`src/rtl/enemy_spawn_scheduler_pkg.sv`:
```
// Shared widths, tuning constants and FSM encoding for the enemy spawn scheduler.
package enemy_spawn_scheduler_pkg;

    localparam int RAND_WIDTH          = 16;
    localparam int H_DISP_LEN          = 11;
    localparam int ADD_SCORE_BIT_WIDTH = 8;
    localparam int ENEMY_CLASS_NUM     = 3;

    localparam int TIMER_W     = 10;
    localparam int HOLD_W      = 7;
    localparam int ACC_W       = 16;
    localparam int LEVEL_SCORE = 200;
    localparam int MAX_LEVEL   = 7;
    localparam int BOMB_HOLD   = 90;

    // 2^H_DISP_LEN / X_RANGE3 < 5, so four subtracts fully reduce any r
    localparam int X_SUB_STEPS = 4;

    typedef enum logic [1:0] {
        IDLE = 2'd0,
        RUN  = 2'd1,
        HOLD = 2'd2
    } state_t;

    function automatic int base_period(input int k);
        case (k)
            0:       return 60;
            1:       return 180;
            default: return 600;
        endcase
    endfunction

    function automatic int step_period(input int k);
        case (k)
            0:       return 6;
            1:       return 16;
            default: return 48;
        endcase
    endfunction

    function automatic int min_period(input int k);
        case (k)
            0:       return 20;
            1:       return 60;
            default: return 240;
        endcase
    endfunction

    function automatic logic [H_DISP_LEN-1:0] x_range_of(input int k);
        case (k)
            0:       return H_DISP_LEN'(583);
            1:       return H_DISP_LEN'(571);
            default: return H_DISP_LEN'(471);
        endcase
    endfunction

    // Signed int arithmetic keeps base - level*step from wrapping
    function automatic logic [TIMER_W-1:0] class_period(
        input int         k,
        input logic [2:0] level
    );
        int p;
        p = base_period(k) - int'(level) * step_period(k);
        if (p < min_period(k)) p = min_period(k);
        return TIMER_W'(p);
    endfunction

endpackage

```
`src/rtl/enemy_spawn_scheduler_spawn_timer.sv`:
```
// Per-class frame down-counter with a sticky pending flag.
module spawn_timer
    import enemy_spawn_scheduler_pkg::*;
#(
    parameter logic [TIMER_W-1:0] BASE = TIMER_W'(60)
) (
    input  logic               clk_run,
    input  logic               rst,
    input  logic               restart,
    input  logic               tick,
    input  logic               reload,
    input  logic [TIMER_W-1:0] period,
    output logic               pending
);

    logic [TIMER_W-1:0] cnt;
    logic               pend_q;
    logic               expire;

    // Expiry is visible in the same tick so it can be granted at once
    assign expire  = tick & ~pend_q & (cnt == TIMER_W'(1));
    assign pending = pend_q | expire;

    always_ff @(posedge clk_run or posedge rst) begin
        if (rst) begin
            cnt    <= BASE;
            pend_q <= 1'b0;
        end else if (restart) begin
            cnt    <= BASE;
            pend_q <= 1'b0;
        end else if (reload) begin
            cnt    <= period;
            pend_q <= 1'b0;
        end else if (tick && !pend_q) begin
            cnt <= cnt - TIMER_W'(1);
            if (cnt == TIMER_W'(1)) pend_q <= 1'b1;
        end
    end

endmodule

```
`src/rtl/enemy_spawn_scheduler.sv`:
```
// Shares one spawn per frame between three enemy classes, with
// score-driven difficulty and a post-bomb spawn blackout.
module enemy_spawn_scheduler
    import enemy_spawn_scheduler_pkg::*;
(
    input  logic                           clk_run,
    input  logic                           rst,
    input  logic                           en_i,
    input  logic                           v_sync_i,
    input  logic [RAND_WIDTH-1:0]          rand_i,
    input  logic [ENEMY_CLASS_NUM-1:0]     busy_i,
    input  logic [ADD_SCORE_BIT_WIDTH-1:0] add_score_i,
    input  logic                           bomb_i,
    output logic [ENEMY_CLASS_NUM-1:0]     spawn_o,
    output logic [H_DISP_LEN-1:0]          spawn_x_o,
    output logic [2:0]                     level_o
);

    state_t                     state, state_n;
    logic [HOLD_W-1:0]          hold_cnt, hold_n;
    logic [2:0]                 vs;
    logic                       frame_tick;
    logic                       bomb_q;
    logic                       bomb_edge;
    logic                       grant_ok;
    logic                       timer_tick;
    logic [ENEMY_CLASS_NUM-1:0] pending;
    logic [ENEMY_CLASS_NUM-1:0] elig;
    logic [ENEMY_CLASS_NUM-1:0] grant;
    logic [TIMER_W-1:0]         cur_period [ENEMY_CLASS_NUM];
    logic [H_DISP_LEN-1:0]      x_range;
    logic [H_DISP_LEN-1:0]      x_red;
    logic [ACC_W-1:0]           acc;
    logic [ACC_W:0]             sum;
    logic [ACC_W-1:0]           sat;

    always_ff @(posedge clk_run or posedge rst) begin
        if (rst) begin
            vs         <= '0;
            frame_tick <= 1'b0;
            bomb_q     <= 1'b0;
        end else begin
            vs         <= {vs[1:0], v_sync_i};
            frame_tick <= vs[1] & ~vs[2];
            bomb_q     <= bomb_i;
        end
    end

    assign bomb_edge = bomb_i & ~bomb_q;

    always_ff @(posedge clk_run or posedge rst) begin
        if (rst) begin
            state    <= IDLE;
            hold_cnt <= '0;
        end else begin
            state    <= state_n;
            hold_cnt <= hold_n;
        end
    end

    always_comb begin
        state_n  = state;
        hold_n   = hold_cnt;
        grant_ok = 1'b0;
        unique case (state)
            IDLE: if (en_i) state_n = RUN;
            RUN: begin
                if (bomb_edge) begin
                    state_n = HOLD;
                    hold_n  = HOLD_W'(BOMB_HOLD);
                end else begin
                    grant_ok = frame_tick;
                end
            end
            HOLD: begin
                if (frame_tick) begin
                    hold_n = hold_cnt - HOLD_W'(1);
                    if (hold_cnt == HOLD_W'(1)) state_n = RUN;
                end
            end
            default: state_n = IDLE;
        endcase
        if (!en_i) begin
            state_n  = IDLE;
            hold_n   = '0;
            grant_ok = 1'b0;
        end
    end

    assign timer_tick = frame_tick & (state != IDLE);
    assign elig       = pending & ~busy_i;

    always_comb begin
        grant = '0;
        if (grant_ok) begin
            if (elig[2])      grant = 3'b100;
            else if (elig[1]) grant = 3'b010;
            else if (elig[0]) grant = 3'b001;
        end
    end

    always_comb begin
        for (int k = 0; k < ENEMY_CLASS_NUM; k++) begin
            cur_period[k] = class_period(k, level_o);
        end
    end

    for (genvar k = 0; k < ENEMY_CLASS_NUM; k++) begin : g_timer
        spawn_timer #(
            .BASE(TIMER_W'(base_period(k)))
        ) u_timer (
            .clk_run(clk_run),
            .rst    (rst),
            .restart(~en_i),
            .tick   (timer_tick),
            .reload (grant[k]),
            .period (cur_period[k]),
            .pending(pending[k])
        );
    end

    always_comb begin
        x_range = x_range_of(0);
        if (grant[2])      x_range = x_range_of(2);
        else if (grant[1]) x_range = x_range_of(1);
        x_red = rand_i[H_DISP_LEN-1:0];
        for (int i = 0; i < X_SUB_STEPS; i++) begin
            if (x_red >= x_range) x_red = x_red - x_range;
        end
    end

    always_ff @(posedge clk_run or posedge rst) begin
        if (rst) begin
            spawn_o   <= '0;
            spawn_x_o <= '0;
        end else begin
            spawn_o <= grant;
            if (|grant) spawn_x_o <= x_red;
        end
    end

    assign sum = {1'b0, acc} + (ACC_W + 1)'(add_score_i);
    assign sat = sum[ACC_W] ? '1 : sum[ACC_W-1:0];

    always_ff @(posedge clk_run or posedge rst) begin
        if (rst) begin
            acc     <= '0;
            level_o <= '0;
        end else if (state != IDLE) begin
            if (sat >= ACC_W'(LEVEL_SCORE) &&
                level_o != 3'(MAX_LEVEL)) begin
                acc     <= sat - ACC_W'(LEVEL_SCORE);
                level_o <= level_o + 3'd1;
            end else begin
                acc <= sat;
            end
        end
    end

endmodule

```
`config.mk`:
```
export PLATFORM = sky130hd
export DESIGN_NAME = enemy_spawn_scheduler
export DESIGN_NICKNAME = d
export VERILOG_FILES = /design/src/rtl/enemy_spawn_scheduler_pkg.sv /design/src/rtl/enemy_spawn_scheduler_spawn_timer.sv /design/src/rtl/enemy_spawn_scheduler.sv
export SDC_FILE = /design/constraint.sdc
export NUM_CORES = 1
export LEC_CHECK = 0
export BUFFER_PORTS_ARGS = -buffer_cell sky130_fd_sc_hd__buf_2
export CAP_MARGIN = 40
export CORE_MARGIN = 2
export CORE_UTILIZATION = 67
export DETAILED_ROUTE_END_ITERATION = 8
export HOLD_SLACK_MARGIN = 0.02
export PLACE_DENSITY = 0.87
export SETUP_SLACK_MARGIN = 0.1
export SYNTH_ARGS = -nofsm -noshare
export SYNTH_HDL_FRONTEND = slang
export SYNTH_SLANG_ARGS = --single-unit
```
`constraint.sdc`:
```
create_clock -name clk_run -period 16 [get_ports clk_run]
set_input_delay 0.8 -clock clk_run [delete_from_list [all_inputs] [get_ports clk_run]]
set_output_delay 0.8 -clock clk_run [all_outputs]
set_load 0.02 [all_outputs]
```
# Yosys cells after proc, flatten, opt, wreduce, memory -nomap -nowiden
# Index checks and enable logic that the tools add are counted.
[word_totals]
regBits = 80
out_inout_bits = 17
in_bits = 32
[op_classes]
reduce_logical = 16
n_lt_le_gt_ge = 8
multipliers = 2
n_eq_ne = 17
n_mux = 48
bitwise_logic = 19
n_addsub = 14
[ops]
columns = ["op", "n"]
rows = [
  ["$mux W10", 13],
  ["$ge A11 B11 Y1", 4],
  ["$mux W11", 4],
  ["$sub A11 B11 Y11", 4],
  ["$mux W16", 2],
  ["$eq A10 B1 Y1 const B", 3],
  ["$sub A10 B1 Y10 const B", 3],
  ["$mux W7", 4],
  ["$ne A3 B1 Y1 const B", 7],
  ["$add A16 B8 Y17", 1],
  ["$ge A16 B8 Y1 const B", 1],
  ["$mux W1", 16],
  ["$sub A16 B8 Y16 const B", 1],
  ["$pmux W7 S2", 1],
  ["$ne A3 B3 Y1 const B", 4],
  ["$lt A11 B9 Y1 const B", 1],
  ["$sub A10 B9 Y11 const A", 1],
  ["$mul A3 B2 Y5 const B", 2],
  ["$mux W2", 5],
  ["$and A1 B1 Y1", 9],
  ["$lt A9 B7 Y1 const B", 1],
  ["$sub A8 B7 Y9 const A", 1],
  ["$reduce_and A2 Y1", 4],
  ["$eq A7 B1 Y1 const B", 1],
  ["other kinds (18)", 31],
]

# Longest topological paths before layout
[depth]
ltp_word = 20
depth_mapped = 48

# Hierarchy
# A second synthesis with hierarchy kept.
[unflattened]
cells_unflattened = 943
area_unflattened_um2 = 7752.4
[modules_own_cells]
columns = ["mod", "area_per_inst_um2", "seq_area_each_um2", "cells_each", "instances"]
rows = [
  ["enemy_spawn_scheduler", 5591.6, 1176.1, 701, 1],
  ["spawn_timer at g_timer[1].u_timer", 744.5, 280.3, 82, 1],
  ["spawn_timer at g_timer[0].u_timer", 737.0, 280.3, 85, 1],
  ["spawn_timer at g_timer[2].u_timer", 679.4, 280.3, 75, 1],
]

# Worst setup path before layout
# Ideal clock, no wire load.
[synth_path]
path_kind = "register to register"
startpoint = "reg g_timer[1].u_timer.cnt[3]"
endpoint = "reg spawn_x_o[0]"
t_arrival_ns = 10.552
n_path_buf = 5
setup_slack_ns = 5.311
stages_incl_launch_ff = 45
cell_sequence = "dfrtp_1 > or4_1 > nor4_1 > a21oi_1 > nor3_1 > clkbuf_1 > inv_1 > ha_1 > nand4_1 > nor2_1 > o21ai_1 > nand2_1 > clkbuf_1 > mux2_2 > ha_1 > and3_1 > o21ai_0 > a32o_1 > (+9 left out) > a211oi_1 > o21bai_1 > or3b_1 > o21bai_4 > mux2_2 > ha_1 > a21o_1 > a21oi_1 > o21bai_1 > a21oi_1 > o21bai_1 > a21oi_1 > o21bai_1 > a211o_1 > or2_1 > buf_6 > xnor2_1 > a21oi_1"
[synth_via]
elab_chain_len = 17
[synth_lines]
columns = ["element", "line", "rtl"]
rows = [
  ["start, declared", "enemy_spawn_scheduler_spawn_timer.sv:16", "logic [TIMER_W-1:0] cnt;"],
  ["start signal, assigned", "enemy_spawn_scheduler_spawn_timer.sv:32", "cnt <= period;"],
  ["start signal, assigned", "enemy_spawn_scheduler_spawn_timer.sv:35", "cnt <= cnt - TIMER_W'(1);"],
  ["$eq A10 B1 Y1 (*)", "enemy_spawn_scheduler_spawn_timer.sv:21", "assign expire = tick & ~pend_q & (cnt == TIMER_W'(1));"],
  ["$and A1 B1 Y1 (*)", "enemy_spawn_scheduler_spawn_timer.sv:21", ""],
  ["$or A1 B1 Y1 (*)", "enemy_spawn_scheduler_spawn_timer.sv:22", "assign pending = pend_q | expire;"],
  ["$and A3 B3 Y3 (*)", "enemy_spawn_scheduler.sv:91", "assign elig = pending & ~busy_i;"],
  ["$mux W2 (*)", "enemy_spawn_scheduler.sv:97", "else if (elig[1]) grant = 3'b010;"],
  ["$mux W3 (*)", "enemy_spawn_scheduler.sv:96", "if (elig[2]) grant = 3'b100;"],
  ["$mux W3 (*)", "enemy_spawn_scheduler.sv:95", "if (grant_ok) begin"],
  ["$mux W7", "enemy_spawn_scheduler.sv:125", "else if (grant[1]) x_range = x_range_of(1);"],
  ["$mux W10", "enemy_spawn_scheduler.sv:124", "if (grant[2]) x_range = x_range_of(2);"],
  ["$ge A11 B11 Y1 or $sub A11 B11 Y11 (tied branches)", "enemy_spawn_scheduler.sv:128", "if (x_red >= x_range) x_red = x_red - x_range;"],
  ["$mux W11", "enemy_spawn_scheduler.sv:128", ""],
  ["$sub A11 B11 Y11 or $ge A11 B11 Y1 (tied branches)", "enemy_spawn_scheduler.sv:128", ""],
  ["$mux W11", "enemy_spawn_scheduler.sv:128", ""],
  ["$sub A11 B11 Y11 or $ge A11 B11 Y1 (tied branches)", "enemy_spawn_scheduler.sv:128", ""],
  ["$mux W11", "enemy_spawn_scheduler.sv:128", ""],
  ["$sub A11 B11 Y11 or $ge A11 B11 Y1 (tied branches)", "enemy_spawn_scheduler.sv:128", ""],
  ["$mux W11", "enemy_spawn_scheduler.sv:128", ""],
  ["end signal, assigned", "enemy_spawn_scheduler.sv:138", "if (|grant) spawn_x_o <= x_red;"],
  ["end, declared", "enemy_spawn_scheduler.sv:15", "output logic [H_DISP_LEN-1:0] spawn_x_o,"],
]
# Mark *: on every way between the ends. The rest lies on a longest branch, timed or not.
# A chain may end at the register's enable or synchronous reset.

# Worst setup path in the final report
[layout_path]
startpoint = "reg state[1]"
endpoint = "reg spawn_x_o[8]"
[layout_via]
elab_chain_len = 19
[layout_lines]
columns = ["element", "line", "rtl"]
rows = [
  ["start, declared", "enemy_spawn_scheduler.sv:19", "state_t state, state_n;"],
  ["start signal, assigned", "enemy_spawn_scheduler.sv:56", "state <= state_n;"],
  ["$reduce_bool A2 Y1", "enemy_spawn_scheduler.sv:90", "assign timer_tick = frame_tick & (state != IDLE);"],
  ["$and A1 B1 Y1", "enemy_spawn_scheduler.sv:90", ""],
  ["$and A1 B1 Y1 (2 in series)", "enemy_spawn_scheduler_spawn_timer.sv:21", ""],
  ["$or A1 B1 Y1", "enemy_spawn_scheduler_spawn_timer.sv:22", ""],
  ["$and A3 B3 Y3", "enemy_spawn_scheduler.sv:91", ""],
  ["$mux W2", "enemy_spawn_scheduler.sv:97", ""],
  ["$mux W3", "enemy_spawn_scheduler.sv:96", ""],
  ["$mux W3 (*)", "enemy_spawn_scheduler.sv:95", ""],
  ["(+2 left out)", "-", ""],
  ["$sub A11 B11 Y11 or $ge A11 B11 Y1 (tied branches)", "enemy_spawn_scheduler.sv:128", ""],
  ["$mux W11", "enemy_spawn_scheduler.sv:128", ""],
  ["$sub A11 B11 Y11 or $ge A11 B11 Y1 (tied branches)", "enemy_spawn_scheduler.sv:128", ""],
  ["$mux W11", "enemy_spawn_scheduler.sv:128", ""],
  ["$sub A11 B11 Y11 or $ge A11 B11 Y1 (tied branches)", "enemy_spawn_scheduler.sv:128", ""],
  ["$mux W11", "enemy_spawn_scheduler.sv:128", ""],
  ["$sub A11 B11 Y11 or $ge A11 B11 Y1 (tied branches)", "enemy_spawn_scheduler.sv:128", ""],
  ["$mux W11", "enemy_spawn_scheduler.sv:128", ""],
]
# Marks and branches as above.

==> results.txt <==
Most frequent cells in the layout: 90 x nor2_1, 80 x nand2_1, 70 x o21ai_0
FP Rows: 38
Area delta synth->final: 7.42%
Worst-path clk slew: 80 ps
Worst Hold Class: flop to flop
Hold Violations, Final: 0
Net Count, Synth: 1014
Setup violations, final: 0
Main synth FF type: dfrtp_1
Yosys reg bits: 80
Sequential share of the synthesized area: 26.8%
Initial antenna violation count: 0
CP Buf/Inv Count: 2
Slew at the pin closest to its max-slew limit: 871 ps
Starting DRT DRC Count: 440
Clock buffer depth: 2
Crit path kind: flop to flop
Simple-Gate Fraction of Synth Area: 20.8%
Area of the mapped netlist: 7520 sq um
Worst-skew pair later-pin latency: 370 ps
Critical Path RT: 16240 ps
Fmax: 81.2 MHz
Crit-path most repeated cell: a21oi_1
Sum Neg Setup Slack: 0 ps
Cts hold-fix bufs: 0
Initial DRT Pass Iterations: 5
Detail Route Antenna Nets: 0
Top post-synthesis cells by area: dfrtp_1 23%, ha_1 10%, xnor2_1 5.2%, o21ai_0 4.7%, nor2_1 4.5%
Largest net degree at the start of global routing: 50
IO Pins: 49
Cells after synthesis: 917
Final Worst Setup Slack: 3680 ps
First-pass GRT wire length: 28.8 mm
Max Slew Vio Count: 0
Leading area contributor after synthesis: dfrtp_1
Port bufs: 43
Avg Cell Area, Syn: 8.20 sq um
Vias in the first global route: 6446
Die Ht: 110 microns
Startpoint type of the worst setup path: flop
Final net count: 1045
XOR/XNOR share of the synthesized area: 8.15%
Setup Skew: 13.2 ps
Total CTS buffers: 9
Max_cap viols: 0
Vias: 6867
Grt ovf: 0
Drt total wl: 17.1 mm
Place WS: 3880 ps
ANT cells: 0
Root Driver: clkbuf_8
Compound-Gate Fraction of Synth Area: 24.5%
Number of enable flip-flop cells after synthesis: 0
H-tree Lvls: 3
Worst EP arrival: 12560 ps
# fillers: 848
CP max-delay cell: dfrtp_1
Die width: 110 microns
DRC: 0
Worst Path Max Fanout: 23
Final worst-path cycle share: 77.0%
Status: completed
Top cell type's share of synthesized area: 22.6%
Fraction of registers with async set or reset after synthesis: 100%
Mux contribution to synthesized area: 4.64%
TritonCTS clock tree: built
Sink Count: 80
Core area: 10900 sq um
RSZ-0062 raised after global routing: no
Share of cells above drive strength 1: 13.6%
Vias per cell: 6.28
Most common cell after layout, fill and taps aside: nor2_1
Full die area: 12100 sq um
Max incr delay on CP: 580 ps
Main combinational cell family by area after synthesis: compound AO/OA/AOI/OAI gates
Post-DP HPWL: 12.7 mm
WHS: 367 ps
Worst Setup End Kind: flop
Cts repair resizes: 0
Global placement routability congestion: 0.915
Postcts setup bufs: 0
Peak supply drop: 0.116 mV
Tmin final: 12320 ps
Final core occ: 74.2%
YS warnings: 0
Post-synthesis adder-cell area fraction: 11.0%
Post-synth cell types: 88
CP delay by family, top: compound AO/OA/AOI/OAI gates
Pleak: 3.49 nW
Starting density of the core: 69.1%
Slew headroom: 41.7%
Routed length per instance: 15.6 microns
GRT Overall Usage: 29.7%
P per Cell Area: 159 nW/um^2
==> layout make-up <==
| type | count | area, sq um | share of cell area, % |
|---|---|---|---|
| clock buffer | 12 | 165 | 2.04 |
| clock inverter | 4 | 51.3 | 0.635 |
| inverter | 46 | 174 | 2.15 |
| multi-input combinational | 761 | 5210 | 64.5 |
| sequential | 80 | 2020 | 25.0 |
| tap | 140 | 175 | 2.17 |
| timing repair buffer | 50 | 285 | 3.53 |
==> kinds of logic (layout without fill, tap and decap cells) <==
family	after synthesis	after routing
compound gates	276	276
xor+xnor	70	70
fa+ha+maj	65	65
buf+inv	76	112
flops	80	80
mux	32	32
simple gates	318	318
==> metal layers <==
layer	track usage (%)	up-vias	wire length, microns
li1	-	3408	-
met1	36.8	3298	7370
met2	52.2	132	8730
met3	4.39	29	626
met4	10.8	0	330
met5	0	-	0
==> synthesized netlist by cell type, types with 3 or more instances <==
cell type  instances
nor2_1            90
nand2_1           80
o21ai_0           70
dfrtp_1           68
a21oi_1           64
ha_1              63
inv_1             46
xnor2_1           45
nor3_1            26
xor2_1            25
mux2_2            23
clkbuf_1          22
nand3_1           19
a21o_1            16
a31oi_1           13
dfstp_2           12
nand2b_1          12
or3_1             12
o21ai_1           11
o21bai_1          10
and2_1             9
and3_1             9
mux2i_1            9
nor2b_1            9
o21a_1             9
a211oi_1           8
or4_1              8
nor4_1             7
o211ai_1           7
or2_2              7
nand3b_1           6
nand4_1            6
o31ai_1            6
a211o_1            5
nor3b_1            5
nor4b_1            5
buf_2              4
o2111ai_1          4
o211a_1            4
o22ai_1            4
a21boi_0           3
a31o_2             3
o311ai_0           3
==> metrics by stage <==
stage                     cells  power [W]  area [sq um]
after floorplan             917   0.000960          7520
after global placement     1073    0.00108          7810
after detailed placement   1077    0.00111          7860
after CTS                  1093    0.00128          8080
after global routing       1093    0.00139          8080
final                      1093    0.00128          8080
==> power breakdown <==
| group | total, W | switching, W | internal (W) | leakage (nW) |
|---|---|---|---|---|
| sequential | 0.000299 | 0.0000573 | 0.000242 | 1.01 |
| clock | 0.000160 | 0.0000755 | 0.0000848 | 0.109 |
| combinational | 0.000823 | 0.000474 | 0.000349 | 2.38 |
==> flip-flops by register name, indices dropped and copies added, names as in the netlist <==
signal,count
state,2
spawn_o,3
hold_cnt,7
acc,16
bomb_q,1
spawn_x_o,11
level_o,3
vs,3
frame_tick,1
g_timer.u_timer.cnt,30
g_timer.u_timer.pend_q,3
==> worst paths after layout <==
path	from	endpoint	slack [ps]	cells after the start
max in group asynchronous	rst	g_timer[2].u_timer.cnt[4]	14850	4
worst min register to register	vs[0]	vs[1]	370	0
min in group asynchronous	rst	acc[11]	500	3
worst min-delay path	vs[0]	vs[1]	370	0
worst max-delay path	state[1]	spawn_x_o[8]	3680	42
worst max register to register	state[1]	spawn_x_o[8]	3680	42
No activity file was read; power rests on OpenSTA's default activity.
